<file path="src/rtl/elevator_motion_ctrl.sv">
`default_nettype none
// ============================================================================
// Module  : elevator_motion_ctrl
// Brief   : SCAN-order floor scheduler driving stepper_motor direction, with
//           step-counted floor tracking and timed door hold. Optional ESTOP_EN
//           adds an estop input that freezes motion and timers.
// Rev     : 1.0  initial release
// ============================================================================
module elevator_motion_ctrl #(
    parameter  int NUM_FLOORS      = 4,
    parameter  int STEPS_PER_FLOOR = 16,
    parameter  int DOOR_CYCLES     = 20,
    localparam int FW              = $clog2(NUM_FLOORS)
) (
    input  logic                  clk,
    input  logic                  rst,
`ifdef ESTOP_EN
    input  logic                  estop,
`endif
    input  logic [NUM_FLOORS-1:0] req,
    output logic [1:0]            direction,
    output logic [FW-1:0]         cur_floor,
    output logic [NUM_FLOORS-1:0] pending,
    output logic                  door_open,
    output logic                  busy
);

    localparam int SW = $clog2(STEPS_PER_FLOOR);
    localparam int DW = $clog2(DOOR_CYCLES + 1);

    localparam logic [SW-1:0] c_STEP_LAST = SW'(STEPS_PER_FLOOR - 1);
    localparam logic [DW-1:0] c_DOOR_LOAD = DW'(DOOR_CYCLES - 1);
    localparam logic [1:0]    c_DIR_UP    = 2'b11;
    localparam logic [1:0]    c_DIR_DOWN  = 2'b10;
    localparam logic [1:0]    c_DIR_STOP  = 2'b00;

    typedef enum logic [1:0] {
        S_IDLE      = 2'd0,
        S_MOVE_UP   = 2'd1,
        S_MOVE_DOWN = 2'd2,
        S_DOOR_OPEN = 2'd3
    } state_t;

    state_t                  r_state;
    logic [1:0]              r_dir;
    logic [FW-1:0]           r_floor;
    logic [NUM_FLOORS-1:0]   r_pending;
    logic                    r_door;
    logic                    r_busy;
    logic [SW-1:0]           r_step;
    logic [DW-1:0]           r_dcnt;
    logic                    r_up;

    logic                    w_frz;
    logic                    w_arrive;
    logic [FW-1:0]           w_tgt;
    logic                    w_above_cur;
    logic                    w_below_cur;
    logic                    w_beyond;
    logic [NUM_FLOORS-1:0]   w_req_eff;
    logic [NUM_FLOORS-1:0]   w_clr;

    function automatic logic any_above(input logic [NUM_FLOORS-1:0] p, input logic [FW-1:0] f);
        logic r;
        r = 1'b0;
        for (int i = 0; i < NUM_FLOORS; i++)
            if (i > int'(f)) r = r | p[i];
        return r;
    endfunction

    function automatic logic any_below(input logic [NUM_FLOORS-1:0] p, input logic [FW-1:0] f);
        logic r;
        r = 1'b0;
        for (int i = 0; i < NUM_FLOORS; i++)
            if (i < int'(f)) r = r | p[i];
        return r;
    endfunction

`ifdef ESTOP_EN
    assign w_frz = estop;
`else
    assign w_frz = 1'b0;
`endif

    assign w_arrive    = ((r_state == S_MOVE_UP) || (r_state == S_MOVE_DOWN)) && (r_step == c_STEP_LAST);
    assign w_tgt       = (r_state == S_MOVE_UP) ? r_floor + FW'(1) : r_floor - FW'(1);
    assign w_above_cur = any_above(r_pending, r_floor);
    assign w_below_cur = any_below(r_pending, r_floor);
    assign w_beyond    = (r_state == S_MOVE_UP) ? any_above(r_pending, w_tgt)
                                                : any_below(r_pending, w_tgt);

    // A call for the floor whose door is open only restarts the door timer.
    always_comb begin
        w_req_eff = req;
        w_clr     = '0;
        if (r_state == S_DOOR_OPEN)
            w_req_eff[r_floor] = 1'b0;
        if (!w_frz) begin
            if ((r_state == S_IDLE) && r_pending[r_floor])
                w_clr[r_floor] = 1'b1;
            if (w_arrive && r_pending[w_tgt])
                w_clr[w_tgt] = 1'b1;
        end
    end

    always_ff @(posedge clk) begin
        if (rst) begin
            r_state   <= S_IDLE;
            r_dir     <= c_DIR_STOP;
            r_floor   <= '0;
            r_pending <= '0;
            r_door    <= 1'b0;
            r_busy    <= 1'b0;
            r_step    <= '0;
            r_dcnt    <= '0;
            r_up      <= 1'b1;
        end else begin
            r_pending <= (r_pending | w_req_eff) & ~w_clr;
            if (w_frz) begin
                r_dir <= c_DIR_STOP;
            end else begin
                case (r_state)
                    S_IDLE: begin
                        if (r_pending[r_floor]) begin
                            r_state <= S_DOOR_OPEN;
                            r_door  <= 1'b1;
                            r_busy  <= 1'b1;
                            r_dcnt  <= c_DOOR_LOAD;
                        end else if (w_above_cur && (r_up || !w_below_cur)) begin
                            r_state <= S_MOVE_UP;
                            r_dir   <= c_DIR_UP;
                            r_busy  <= 1'b1;
                            r_up    <= 1'b1;
                            r_step  <= '0;
                        end else if (w_below_cur) begin
                            r_state <= S_MOVE_DOWN;
                            r_dir   <= c_DIR_DOWN;
                            r_busy  <= 1'b1;
                            r_up    <= 1'b0;
                            r_step  <= '0;
                        end
                    end
                    S_MOVE_UP, S_MOVE_DOWN: begin
                        if (w_arrive) begin
                            r_step  <= '0;
                            r_floor <= w_tgt;
                            if (r_pending[w_tgt]) begin
                                r_state <= S_DOOR_OPEN;
                                r_dir   <= c_DIR_STOP;
                                r_door  <= 1'b1;
                                r_dcnt  <= c_DOOR_LOAD;
                            end else if (w_beyond) begin
                                r_dir <= (r_state == S_MOVE_UP) ? c_DIR_UP : c_DIR_DOWN;
                            end else begin
                                // Reversal is decided from IDLE on the next edge.
                                r_state <= S_IDLE;
                                r_dir   <= c_DIR_STOP;
                                r_busy  <= 1'b0;
                            end
                        end else begin
                            r_step <= r_step + SW'(1);
                            r_dir  <= (r_state == S_MOVE_UP) ? c_DIR_UP : c_DIR_DOWN;
                        end
                    end
                    S_DOOR_OPEN: begin
                        if (req[r_floor]) begin
                            r_dcnt <= c_DOOR_LOAD;
                        end else if (r_dcnt == '0) begin
                            r_state <= S_IDLE;
                            r_door  <= 1'b0;
                            r_busy  <= 1'b0;
                        end else begin
                            r_dcnt <= r_dcnt - DW'(1);
                        end
                    end
                    default: r_state <= S_IDLE;
                endcase
            end
        end
    end

    assign direction = r_dir;
    assign cur_floor = r_floor;
    assign pending   = r_pending;
    assign door_open = r_door;
    assign busy      = r_busy;

endmodule
`default_nettype wire

</file>
<file path="config.mk">
export PLATFORM = sky130hd
export DESIGN_NAME = elevator_motion_ctrl
export DESIGN_NICKNAME = d
export VERILOG_FILES = /design/src/rtl/elevator_motion_ctrl.sv
export SDC_FILE = /design/constraint.sdc
export NUM_CORES = 1
export LEC_CHECK = 0
export CAP_MARGIN = 0
export CORE_ASPECT_RATIO = 1.2
export CORE_MARGIN = 5
export CORE_UTILIZATION = 45
export CTS_BUF_LIST = sky130_fd_sc_hd__clkbuf_16
export CTS_CLUSTER_DIAMETER = 40
export DETAILED_ROUTE_END_ITERATION = 10
export PLACE_DENSITY = 0.63
export SLEW_MARGIN = 30
export SYNTH_ARGS = -nofsm -noshare
export SYNTH_HDL_FRONTEND = slang
export SYNTH_SLANG_ARGS = --single-unit
</file>
<file path="constraint.sdc">
create_clock -name clk -period 8.8 [get_ports clk]
set_input_delay 1.76 -clock clk [delete_from_list [all_inputs] [get_ports clk]]
set_output_delay 1.76 -clock clk [all_outputs]
set_load 0.01 [all_outputs]
</file>
==> flow_summary.toml <==
[place]
gp_congestion = 0.810
dp_hpwl_um = 2640
portBuffers = 15
dp_cells = 224

[power_and_ir_drop]
powerDensity_nw_per_um2 = 261
p_sw_mw = 0.179
p_int_mw = 0.278
clock_power_share_pct = 21.1
p_seq_share_pct = 30.7
p_comb_share_pct = 48.2
ir_worst_vdd_mv = 0.130
swShare_pct = 39.2
total_leakage_power_nw = 0.667

[grt]
grt_usage_pct = 16.5
grt_pass1_wl_um = 6140
grt_start_max_net_pins = 22
antenna_found_initial = 0
first_global_vias = 1359
overflow = 0

[worst_setup_path]
end_kind = "flip-flop"
cp_data_arrival_time_ps = 3650
path_max_fanout = 3
critical_path_required_ps = 8980
cp_slowest_cell = "mux4_2"
path_cells = "clkdlybuf4s50_1, mux4_2, o21ai_0, o31ai_1, a211oi_2, mux2i_1"
max_stage_delay_ps = 500
worst-setup-path-type = "input pin to flip-flop"
startpoint_type = "input pin"

[sta]
period_share_pct = 39.4
tightest_slew_ps = 784
fin_tns_setup_ps = 0
setup_viol = 0
relSlewSlack_pct = 47.6
slew_viol_final = 0
fmaxAchievable_mhz = 288
period_minus_slack_ps = 3470
final-hold-violation-count = 0
grt_setup_unrepaired = "no"
fin_worst_skew_ps = 7.59
whs_ps = 478

[synthesis]
ys_async_sr_fraction_pct = 0
syn_area_um2 = 1490
synthFlopType = "dfxtp_1"
synth_cells = 177
yosysSeqAreaShare_pct = 29.6
ys_ff_latch = 22
synth-xor-area-share_pct = 1.68
synth_compound_area_share_pct = 24.4
syn_avg_cell_area_um2 = 8.41
synth_mux_area_share_pct = 7.90
ys_types = 44
synth_edf_count = 0
synthAdderAreaFrac_pct = 10.1
synthesis.nets = 195
synthSimpleGateAreaFrac_pct = 21.6
synth_warnings = 0
synth_top_family_by_area = "compound AO/OA/AOI/OAI gates"

[layout]
layout_commonest_cell = "dfxtp_1"
final_net_count = 210
multi_input_area_um2 = 983
fin_cells = 228
fill_cells = 331
area_growth_pct = 17.6
drive_gt1_share_pct = 8.38
diodes = 0
ff_latch_area_um2 = 440
final_cell_mix = "dfxtp_1 (22), nor2_1 (19), a21oi_1 (15), clkdlybuf4s50_1 (15)"

[clock_network]
cts_sinks = 22
cts_tree = "built"
cts_made_buffers = 3
clock_latency_ps = 260
cts-resized-gates = 0
postCtsSetupRepairBufs = 0
cts_root_buf = "clkbuf_16"
cts_max_level = 1
clk_pin_slew_ps = 60
cts_buffer_depth = 2
cts_hold_buf = 0

[detailed_routing]
vias = 1349
ant_nets = 0
drtIter0Drc = 65
wl_per_cell_um = 15.7
drtPass1Iterations = 4
via_per_inst = 5.92
drc = 0
wl_um = 3570

[run_status]
outcome = "complete, no violations"

[die]
die_w_um = 62.5
die_h_um = 73.0
top_level_ports = 16
initial_core_util_pct = 45.4
rows = 23
core_um2 = 3280
dieArea_um2 = 4560

[flow_run]
max_cap_violations = 0

[hold_path]
min_path_type = "flip-flop to flip-flop"
cells in the mapped netlist (all sizes together) (2+ instances only):
library cell | n | area (um2)
dfxtp | 22 | 440
nor3 | 3 | 20.0
nand2 | 14 | 52.6
mux4 | 3 | 67.6
o21ai | 11 | 55.1
xnor2 | 2 | 25.0
o21bai | 2 | 15.0
ha | 12 | 150
nor2 | 19 | 71.3
mux2i | 5 | 50.1
a211oi | 4 | 35.0
and2 | 2 | 12.5
a2111oi | 2 | 17.5
clkbuf | 5 | 18.8
o211ai | 3 | 36.3
nor2b | 6 | 37.5
a211o | 2 | 17.5
nand3 | 3 | 15.0
a21oi | 16 | 83.8
inv | 14 | 52.6
nand2b | 9 | 56.3
state kept, by name, summed over array words and instances, names as in the netlist:
signal and flops:
r_up 1, r_state 2, pending 4, cur_floor 2, door_open 1, r_dcnt 5, busy 1, direction 2
r_step 4
critical path, delay by kind of cell:
family / cells / cell delay [ps]
AOI/OAI and AO/OA: 3 / 740
buffers and inverters: 1 / 420
muxes: 2 / 720
stage by stage:
step | worst slack, ps | area [um2] | total power, mW | util (%)
5_1_grt | 5210 | 1750 | 0.496 | 53.4
4_1_cts | 5340 | 1750 | 0.460 | 53.2
6_report | 5330 | 1750 | 0.457 | 53.4
3_5_place_dp | 5100 | 1670 | 0.360 | 50.8
2_1_floorplan | 5700 | 1490 | 0.298 | -
3_3_place_gp | 5170 | 1670 | 0.352 | 50.8
power groups by stage:
stage / combinational (mW) / sequential (mW) / clock (mW)
after floorplan: 0.157 / 0.141 / 0
after global placement: 0.211 / 0.141 / 0
after detailed placement: 0.218 / 0.142 / 0
after CTS: 0.220 / 0.140 / 0.0996
after global routing: 0.248 / 0.144 / 0.104
final: 0.220 / 0.140 / 0.0967
layer usage:
metal	track usage [%]	up-vias	part of all wire (%)
met4	5.66	0	1.2
met1	17.8	659	41
met5	0	-	0
met2	32.4	23	55
met3	2.31	4	2.9
li1	-	663	-
logic make-up (layout without fill, tap and decap cells):
family | count (synthesis) | in the layout
multiplexers | 8 | 8
AO/OA/AOI/OAI | 51 | 51
flip-flops | 22 | 22
adder cells (fa/ha/maj) | 12 | 12
buffers and inverters | 19 | 33
XOR/XNOR | 2 | 2
AND/OR/NAND/NOR | 63 | 63
final timing paths:
kind                start    endpoint  slack, ps  cells after the start
max                req[3]  r_state[1]       5330                      6
min                  busy        busy        480                      2
max reg2reg  cur_floor[0]        busy       5740                      7
min reg2reg          busy        busy        480                      2
layout make-up:
cell class                      instances  share of cell area [%]
Multi-Input combinational cell        136                    56.1
Inverter                               14                    3.00
Clock inverter                          1                   0.214
Tap cell                               37                    2.64
Timing Repair Buffer                   15                    8.57
Clock buffer                            3                    4.29
Sequential cell                        22                    25.1
No activity file was read; power rests on OpenSTA's default activity.
